$ cat src/rtl/uart_rx_deser.sv
// uart_rx_deser
//   Oversampling 8N1 UART receiver, LSB first, feeding the RX sync FIFO of
//   the AHB UART peripheral. The rx pin passes through a 2-flop synchroniser.
//   The start bit is confirmed at its mid-point. Each data bit and the stop
//   bit are then sampled one bit period apart. A good byte is pushed with a
//   one-cycle write strobe unless the FIFO is full. Framing errors and
//   overruns are reported as one-cycle pulses.
//
// Ports
//   clk          in   1  bus clock (hclk)
//   rst_n        in   1  synchronous active-low reset
//   rx           in   1  asynchronous serial input, idle high
//   full_i       in   1  RX FIFO full, looked at only on the stop-bit decision
//   data_o       out  8  last accepted byte, held until the next one
//   we_o         out  1  FIFO write strobe, one cycle per accepted byte
//   frame_err_o  out  1  one-cycle pulse, stop bit sampled low
//   overrun_o    out  1  one-cycle pulse, good byte dropped because FIFO full
//   busy_o       out  1  receiver is not idle
module uart_rx_deser #(
  parameter int CLKS_PER_BIT = 8
) (
  input  logic       clk,
  input  logic       rst_n,
  input  logic       rx,
  input  logic       full_i,
  output logic [7:0] data_o,
  output logic       we_o,
  output logic       frame_err_o,
  output logic       overrun_o,
  output logic       busy_o
);

  localparam int HALF  = CLKS_PER_BIT / 2;
  localparam int CNT_W = $clog2(CLKS_PER_BIT);

  localparam logic [CNT_W-1:0] CNT_LAST  = CNT_W'(CLKS_PER_BIT - 1);
  localparam logic [CNT_W-1:0] HALF_LAST = CNT_W'(HALF - 1);

  typedef enum logic [2:0] {
    IDLE,
    START,
    DATA,
    STOP,
    WAIT_HIGH
  } state_e;

  logic             rx_meta_q;
  logic             rx_s_q;
  state_e           state_q;
  logic [CNT_W-1:0] cnt_q;
  logic [2:0]       bit_idx_q;
  logic [7:0]       sh_q;
  logic [7:0]       data_q;
  logic             we_q;
  logic             frame_err_q;
  logic             overrun_q;

  // Synchroniser flops reset to the idle (high) line level so that leaving
  // reset never looks like a start bit.
  always_ff @(posedge clk) begin
    if (!rst_n) begin
      rx_meta_q <= 1'b1;
      rx_s_q    <= 1'b1;
    end else begin
      rx_meta_q <= rx;
      rx_s_q    <= rx_meta_q;
    end
  end

  // Receive FSM. Status strobes default low every cycle so each one lasts
  // exactly one cycle and only one can be raised per frame.
  always_ff @(posedge clk) begin
    if (!rst_n) begin
      state_q     <= IDLE;
      cnt_q       <= '0;
      bit_idx_q   <= '0;
      sh_q        <= '0;
      data_q      <= '0;
      we_q        <= 1'b0;
      frame_err_q <= 1'b0;
      overrun_q   <= 1'b0;
    end else begin
      we_q        <= 1'b0;
      frame_err_q <= 1'b0;
      overrun_q   <= 1'b0;
      case (state_q)
        IDLE: begin
          if (!rx_s_q) begin
            state_q <= START;
            cnt_q   <= '0;
          end
        end
        START: begin
          // Start bit must still be low at its mid-point, otherwise it was a glitch.
          if (cnt_q == HALF_LAST) begin
            cnt_q <= '0;
            if (!rx_s_q) begin
              state_q   <= DATA;
              bit_idx_q <= '0;
            end else begin
              state_q <= IDLE;
            end
          end else begin
            cnt_q <= cnt_q + 1'b1;
          end
        end
        DATA: begin
          // Counting starts at mid start bit, so every sample lands mid-bit.
          if (cnt_q == CNT_LAST) begin
            cnt_q <= '0;
            sh_q  <= {rx_s_q, sh_q[7:1]};
            if (bit_idx_q == 3'd7) begin
              state_q <= STOP;
            end else begin
              bit_idx_q <= bit_idx_q + 3'd1;
            end
          end else begin
            cnt_q <= cnt_q + 1'b1;
          end
        end
        STOP: begin
          if (cnt_q == CNT_LAST) begin
            cnt_q <= '0;
            if (rx_s_q) begin
              state_q <= IDLE;
              if (full_i) begin
                overrun_q <= 1'b1;
              end else begin
                data_q <= sh_q;
                we_q   <= 1'b1;
              end
            end else begin
              frame_err_q <= 1'b1;
              state_q     <= WAIT_HIGH;
            end
          end else begin
            cnt_q <= cnt_q + 1'b1;
          end
        end
        WAIT_HIGH: begin
          // A held-low line (break) must not be mistaken for a new start bit.
          if (rx_s_q) begin
            state_q <= IDLE;
          end
        end
        default: begin
          state_q <= IDLE;
        end
      endcase
    end
  end

  assign data_o      = data_q;
  assign we_o        = we_q;
  assign frame_err_o = frame_err_q;
  assign overrun_o   = overrun_q;
  assign busy_o      = (state_q != IDLE);

endmodule

$ cat config.mk
export PLATFORM = sky130hd
export DESIGN_NAME = uart_rx_deser
export DESIGN_NICKNAME = d
export VERILOG_FILES = /design/src/rtl/uart_rx_deser.sv
export SDC_FILE = /design/constraint.sdc
export NUM_CORES = 1
export LEC_CHECK = 0
export BUFFER_PORTS_ARGS = -buffer_cell sky130_fd_sc_hd__buf_2
export CORE_MARGIN = 10
export CORE_UTILIZATION = 55
export CTS_CLUSTER_DIAMETER = 40
export DETAILED_ROUTE_END_ITERATION = 16
export PLACE_DENSITY = 0.76
export SYNTH_ARGS = -nofsm -noshare
export SYNTH_HDL_FRONTEND = slang
export SYNTH_SLANG_ARGS = --single-unit
$ cat constraint.sdc
create_clock -name clk -period 1.5 [get_ports clk]
set_input_delay 0.3 -clock clk [delete_from_list [all_inputs] [get_ports clk]]
set_output_delay 0.3 -clock clk [all_outputs]
set_load 0.005 [all_outputs]
# After elaboration in Yosys (flattened, before gate mapping)
# Index checks and enable logic that the tools add are counted.
word_totals:
  ff_bits: 30
  input_bits: 4
  word_cells: 60
classes:
  n_reduce_logical: 12
  mux: 20
  eq_ne: 15
  bitwise: 1
  add_sub_neg: 2
ops:
  columns: ["operator", "n"]
  rows:
  - ["$mux 3", 13]
  - ["$ne 2x2->1 const B", 8]
  - ["$pmux 3 s5", 1]
  - ["$eq 3x2->1 const B", 3]
  - ["$eq 3x3->1 const B", 3]
  - ["$pmux 3 s3", 1]
  - ["$reduce_and 4->1", 2]
  - ["$add 3x1->3 const B", 2]
  - ["$pmux 3 s2", 1]
  - ["$reduce_and 6->1", 1]
  - ["$reduce_bool 3->1", 2]
  - ["$reduce_and 5->1", 1]
  - ["$reduce_and 2->1", 2]
  - ["$eq 3x1->1 const B", 1]
  - ["$logic_not 3->1", 1]
  - ["$mux 1", 3]
  - ["$reduce_and 3->1", 1]
  - ["$mux 2", 1]
  - ["$reduce_bool 2->1", 1]
  - ["$reduce_or 2->1", 1]
  - ["$not 1->1", 1]

# Depth between registers and ports, before layout
# Gate-level depths: netlist of run 1.
logic_depth:
  word_depth: 4
  depth_mapped: 6

# Least setup slack after synthesis of run 1
# Ideal clock, no wire load.
synth_path:
  path_kind: "register -> register"
  startpoint: "register cnt_q[0]"
  endpoint: "register sh_q[0]"
  period_less_slack_ns: 1.369
  n_path_buf: 2
  slack_ns: 0.131
  required_ns: 1.430
  path_stages_with_launch: 7
  arrival_ns: 1.299
  setup_ns: 0.070
  path_cell_list: "dfxtp_1 > ha_1 > and4b_2 > buf_2 > buf_4 > nand3_1 > a21oi_1"
synth_via:
  elab_chain_cells: 2
synth_lines:
  columns: ["element", "line_no", "rtl"]
  rows:
  - ["start: declaration", "50", "logic [CNT_W-1:0] cnt_q;"]
  - ["start signal: assignment", "104", "cnt_q <= cnt_q + 1'b1;"]
  - ["start signal: assignment", "118", "cnt_q <= cnt_q + 1'b1;"]
  - ["start signal: assignment", "137", "cnt_q <= cnt_q + 1'b1;"]
  - ["$eq 3x3->1", "109", "if (cnt_q == CNT_LAST) begin"]
  - ["$reduce_and 2->1 (no line)", null, null]
  - ["end signal: assignment", "111", "sh_q <= {rx_s_q, sh_q[7:1]};"]
  - ["end: declaration", "52", "logic [7:0] sh_q;"]
# Every way passes these cells.
# A chain may end at the register's enable or synchronous reset.

# Worst setup path in the final report of run 1
layout_path:
  startpoint: "register state_q[2]"
  endpoint: "output busy_o"
layout_via:
  elab_chain_cells: 1
layout_lines:
  columns: ["element", "line_no", "rtl"]
  rows:
  - ["start: declaration", "49", "state_e state_q;"]
  - ["start signal: assignment", "74", "state_q <= IDLE;"]
  - ["start signal: assignment", "89", "state_q <= START;"]
  - ["start signal: assignment", "98", "state_q <= DATA;"]
  - ["$reduce_bool 3->1", "157", "assign busy_o = (state_q != IDLE);"]
  - ["end: declaration", "30", "output logic busy_o"]
# Every way passes these cells.

==> flow_metrics.py, run 1 <==
metrics = {
    "logic_synthesis": {
        "synthMuxAreaShare_pct": 3.019,
        "synth_cell_types": 36,
        "synth-edff-count": 0,
        "syn_area_per_cell_um2": 8.783,
        "synth_fp_nets": 160,
        "synth_top_area_cell": "dfxtp_1",
        "netlist.area_leader.share_pct": 45.28,
        "synth_top_family_by_area": "simple AND/OR/NAND/NOR gates",
        "synthArstFlopShare_pct": 0,
        "synth_adder_area_share_pct": 4.717,
        "ys_seq_elements": 30,
        "postSynthCellCount": 151,
        "synth_common_cells": "30 x dfxtp_1, 20 x a21oi_1, 19 x o21ai_0, 17 x nand3_1",
        "yosys-top-cells-area": "dfxtp_1 45%, a21oi_1 7.5%, o21ai_0 7.2%",
        "seq_area_frac_synth_pct": 45.28,
        "synth-simple-area-share_pct": 22.45,
        "ys_warn_count": 0,
        "synth_compound_area_share_pct": 18.21,
        "yosysMostFrequentCell": "dfxtp_1",
        "synth_top_flop_cell": "dfxtp_1",
        "synthXorXnorAreaFrac_pct": 0.6604,
        "synth_area_um2": 1326,
    },
    "worst_setup_path": {
        "r2r_cells": 5,
        "endpoint_kind": "output pin",
        "arrival_ps": 1190,
        "r2r-start": "bit_idx_q[0]",
        "crit_path_max_fanout": 2,
        "crit_type": "flop to output pin",
        "rr_endpoint": "bit_idx_q[2]",
        "critPathLaunchType": "flop",
        "crit_required_ps": 1200,
        "regToRegSetupSlack_ps": 120,
    },
    "route": {
        "vias": 1210,
        "remaining_drc_errors": 0,
        "final_antenna_net_count": 0,
        "drt_pass1_iterations": 4,
        "vias_per_cell": 6.050,
        "wl_per_cell_um": 15.25,
        "first_iter_violations": 103,
        "drt_wl_total_um": 3050,
    },
    "die": {
        "die_area_um2": 4776,
        "die_w_um": 69.11,
        "io_pins": 16,
        "initial_core_util_pct": 58.82,
        "chipHeight_um": 69.11,
        "row_count": 17,
        "core-area_um2": 2255,
    },
    "sta": {
        "report.final.slew_viol_count": 0,
        "max_freq_ghz": 0.6730,
        "period_minus_slack_ps": 1486,
        "setup_tns_ps": 0,
        "final-hold-violation-count": 0,
        "skew_ps": 6.752,
        "worst_pin_slew_ps": 670.7,
        "holdWs_ps": 137.9,
        "grt_setup_unrepaired": "yes",
        "period_share_pct": 99.06,
        "max_slew_margin_pct": 55.24,
        "setup_viol": 0,
    },
    "cts": {
        "clkTransAtPathRegs_ps": 100,
        "cts_tree": "yes",
        "clkSinkCount": 30,
        "cts_buffers": 5,
        "clockRootBuffer": "clkbuf_4",
        "clock_latency_ps": 330,
        "hold_buffers": 0,
        "clockBufferDepth": 2,
        "cts_max_level": 2,
    },
    "global_route": {
        "grt_pass1_vias": 1131,
        "grt_pass1_wl_um": 5106,
        "grt-ovfl-total": 0,
        "grt.total_usage_pct": 12.75,
        "antenna_found_initial": 0,
        "grt_max_degree": 22,
    },
    "power": {
        "p_leak_nw": 0.6243,
        "ir_worst_vdd_v": 0.001046,
        "pwr_density_cell_nw_per_um2": 936.7,
    },
    "outcome": {
        "outcome": "finished, final reports clean",
    },
    "flow_run": {
        "drv_cap": 0,
    },
    "finish": {
        "final_core_util_pct": 70.14,
        "area_growth_pct": 19.25,
        "drive_above_1_share_pct": 25.58,
        "fin_nets": 180,
        "diodes": 0,
    },
    "placed_design": {
        "gp_congestion": 0.7847,
        "dp_hpwl_um": 2057,
        "port_buffers": 15,
    },
    "min_path": {
        "min_path_type": "input pin to flop",
        "min_delay_worst_endpoint": "rx_meta_q",
        "holdPathStages": 2,
        "hold_path.startpoint": "rx",
    },
}
## how the worst max path moves through the flow
stage,startpoint,endpoint,slack (ps),depth (start not counted)
floorplan,cnt_q[0],sh_q[0],130,6
finish,state_q[2],busy_o,10,2
global route,state_q[2],busy_o,-30,2
CTS,state_q[2],busy_o,-0.9,2
global placement,bit_idx_q[0],bit_idx_q[0],120,5
detailed placement,bit_idx_q[0],bit_idx_q[2],-20,5
## metal layers
layer  wire (µm)  track usage [%]  up-vias
met5           0                0        -
met3         234            6.562        9
li1            -                -      581
met2        1486            19.25       40
met1        1258            13.90      580
met4          70            7.539        0
## flip-flops by register name, indices dropped and copies added (netlist names)
| name | flops |
|---|---|
| data_o | 8 |
| sh_q | 8 |
| bit_idx_q | 3 |
| cnt_q | 3 |
| state_q | 3 |
| frame_err_o | 1 |
| overrun_o | 1 |
| rx_meta_q | 1 |
| rx_s_q | 1 |
| we_o | 1 |
## layout by cell type, fill, tap and decap left out, types with 3 or more instances in the layout
cell and instances:
inv_1 3, mux2i_1 4, nand2_1 7, nand3_1 17, nand2b_1 3, buf_2 14, dfxtp_1 26, dfxtp_4 3
clkbuf_4 5, a21oi_1 20, buf_4 9, nor2_1 4, o21ai_0 19, ha_1 5
## per-stage QoR
stage | std cells | worst slack [ps] | power, mW | area (µm²)
CTS | 200 | -0.8646 | 1.488 | 1567
global placement | 189 | 116.2 | 0.8623 | 1441
global route | 200 | -29.70 | 1.541 | 1582
floorplan | 151 | 130.9 | 0.8512 | 1326
finish | 200 | 14.05 | 1.481 | 1582
detailed placement | 189 | -23.39 | 0.8649 | 1441
## cell type report
type                            count  area, µm²
Fill cell                         181      673.1
Multi-Input combinational cell    105      671.9
Sequential cell                    30      613.1
Timing Repair Buffer               25      168.9
Clock inverter                      3      40.04
Clock buffer                        5      37.54
Tap cell                           28      35.03
Inverter                            4      15.01
## cells by family (layout without fill, tap and decap cells)
| logic type | Yosys count | in the layout |
|---|---|---|
| buffers and inverters | 16 | 37 |
| multiplexers | 4 | 4 |
| adder cells (fa/ha/maj) | 5 | 5 |
| AND/OR/NAND/NOR | 50 | 50 |
| flip-flops | 30 | 30 |
| XOR/XNOR | 1 | 1 |
| AO/OA/AOI/OAI | 45 | 45 |
## timing repair
item                                    CTS  global route
setup buffers                             3             0
pin swaps                                 1             0
resized for setup                         9             3
endpoints found under the setup margin    4             5
## critical path, stage by stage, from the launching register on
cell	delay (ps)
dfxtp_4	350
or3_4	380
buf_6	120
## power by group
group / internal, mW / switching (mW) / total, mW
Combinational: 0.0160 / 0.0289 / 0.0450
Sequential: 0.795 / 0.00510 / 0.801
Clock: 0.345 / 0.291 / 0.636
No activity file was read; power rests on OpenSTA's default activity.
==> inputs of run 2 (changes only) <==
CORE_UTILIZATION = 50   (was 55)
PLACE_DENSITY = 0.7   (was 0.76)
==> run 2 against run 1 <==
  * Setup slack improved by 27 ps
  * Non-clock buffer count is 1 higher
  * Sequential share of layout area up 0.22 points
  * Largest power group unchanged
  * Clock power decreased by 23%
==> flow_metrics.py, run 2 (synthesis results as in run 1) <==
metrics = {
    "outcome": {
        "outcome": "finished, final reports clean",
    },
    "die": {
        "row_count": 18,
        "io_pins": 16,
        "chipHeight_um": 71.50,
        "core-area_um2": 2500,
        "initial_core_util_pct": 53.05,
        "die_area_um2": 5112,
        "die_w_um": 71.50,
    },
    "placed_design": {
        "gp_congestion": 0.7425,
        "pre_cts_ws_ps": -6.024,
        "port_buffers": 15,
        "dp_hpwl_um": 1951,
    },
    "sta": {
        "final-hold-violation-count": 0,
        "setup_viol": 0,
        "worst_pin_slew_ps": 652.4,
        "setup_tns_ps": 0,
        "max_slew_margin_pct": 56.46,
        "max_freq_ghz": 0.6854,
        "report.final.slew_viol_count": 0,
        "skew_ps": 7.716,
        "fin_ws_ps": 40.89,
        "period_minus_slack_ps": 1459,
        "grt_setup_unrepaired": "yes",
        "period_share_pct": 97.27,
    },
    "min_path": {
        "min_delay_worst_endpoint": "rx_meta_q",
        "holdPathStages": 2,
        "hold_path.startpoint": "rx",
        "min_path_type": "input pin to flop",
    },
    "worst_setup_path": {
        "crit_required_ps": 1200,
        "r2r_cells": 5,
        "rr_endpoint": "bit_idx_q[0]",
        "critPathLaunchType": "flop",
        "arrival_ps": 1160,
        "r2r-start": "bit_idx_q[0]",
        "crit_type": "flop to output pin",
        "endpoint_kind": "output pin",
        "regToRegSetupSlack_ps": 90,
        "crit_path_max_fanout": 2,
    },
    "route": {
        "first_iter_violations": 85,
        "final_antenna_net_count": 0,
        "drt_pass1_iterations": 4,
        "drt_wl_total_um": 2804,
        "vias": 1141,
        "remaining_drc_errors": 0,
        "wl_per_cell_um": 13.81,
        "vias_per_cell": 5.621,
    },
    "finish": {
        "layout_commonest_cell": "dfxtp_1",
        "fill_cells": 217,
        "layout_common_cells": "24 x dfxtp_1, 20 x a21oi_1, 19 x o21ai_0",
        "fin_nets": 181,
        "area_growth_pct": 18.59,
        "diodes": 0,
        "drive_above_1_share_pct": 27.17,
    },
    "cts": {
        "cts_tree": "yes",
        "cts_max_level": 2,
        "cts_buffers": 5,
        "clockRootBuffer": "clkbuf_4",
        "clkSinkCount": 30,
        "clock_latency_ps": 320,
        "clkTransAtPathRegs_ps": 80,
        "clockBufferDepth": 2,
    },
    "global_route": {
        "grt-ovfl-total": 0,
        "grt_max_degree": 22,
        "grt.total_usage_pct": 10.72,
        "antenna_found_initial": 0,
        "grt_pass1_vias": 1016,
        "grt_pass1_wl_um": 4533,
    },
    "power": {
        "pwr_density_cell_nw_per_um2": 849.2,
        "netSwitchingFraction_pct": 22.00,
        "ir_worst_vdd_v": 0.0007928,
        "p_sw_mw": 0.2938,
        "p_seq_share_pct": 60.0,
        "power_frac_clock_pct": 36.5,
        "p_leak_nw": 0.6209,
        "combPwrFrac_pct": 3.5,
        "internal_power_mw": 1.042,
    },
    "flow_run": {
        "drv_cap": 0,
    },
}
[run 2: cell count changes in the layout (fill, tap and decap cells not counted), sizes merged]
cell / previous run / this run
clkinv: 3 / 2
bufinv: 1 / 0
clkbuf: 5 / 7
buf: 25 / 26
[run 2: timing repair]
item,in CTS,in global routing
endpoints found under the hold margin,0,0
hold buffers,0,0
gates resized for setup,7,6
setup endpoints to repair,6,7
pin swaps,0,3
gates cloned,0,0
buffers inserted,2,1
[run 2: through the flow]
| step | area [µm²] | std cells | hold WS, ps | utilization (%) | power (mW) |
|---|---|---|---|---|---|
| 2_1_floorplan | 1326 | 151 | 386.3 | - | 0.8512 |
| 3_3_place_gp | 1451 | 192 | 394.1 | 58.06 | 0.8643 |
| 3_5_place_dp | 1451 | 192 | 394.1 | 58.06 | 0.8662 |
| 4_1_cts | 1543 | 202 | 156.5 | 61.71 | 1.357 |
| 5_1_grt | 1573 | 203 | 170.6 | 62.91 | 1.391 |
| 6_report | 1573 | 203 | 169.5 | 62.91 | 1.336 |
[run 2: power groups by stage]
stage | Combinational (mW) | Clock, mW | Sequential [mW]
6_report | 0.0464 | 0.488 | 0.802
5_1_grt | 0.0519 | 0.536 | 0.803
4_1_cts | 0.0453 | 0.511 | 0.801
3_5_place_dp | 0.0407 | 0 | 0.825
3_3_place_gp | 0.0392 | 0 | 0.825
2_1_floorplan | 0.0306 | 0 | 0.821
[run 2: area by class of cell]
class                      instances  area, µm²  share of cell area, %
clock buffer                       7      55.05                  3.500
timing repair buffer              26      170.2                  10.82
multi-input combinational        105      676.9                  43.04
sequential                        30      613.1                  38.98
clock inverter                     1      5.005                 0.3182
tap                               30      37.54                  2.387
inverter                           4      15.01                 0.9547
[run 2: routing by layer]
metal  up-vias  global-route usage, %  share of wire, %  wire length (µm)
li1        585                      -                 -                 -
met2        19                  20.29                53              1477
met5         -                      0                 0                 0
met4         0                  3.871              0.93                26
met3         5                  3.719               5.0               141
met1       532                  10.38                41              1159
[run 2: worst max-delay path, stage by stage, from the launching register on]
cell	delay [ps]
dfxtp_4	360
or3_4	360
buf_2	130
[run 2: worst max path at each step]
stage	start	cells past startpoint	endpoint	slack, ps
after floorplan	cnt_q[0]	6	sh_q[0]	130
after global placement	state_q[0]	3	bit_idx_q[0]	110
after detailed placement	state_q[0]	3	data_o[3]	-6
after CTS	state_q[0]	2	busy_o	20
after global routing	bit_idx_q[0]	5	bit_idx_q[0]	-30
final	state_q[0]	2	busy_o	40
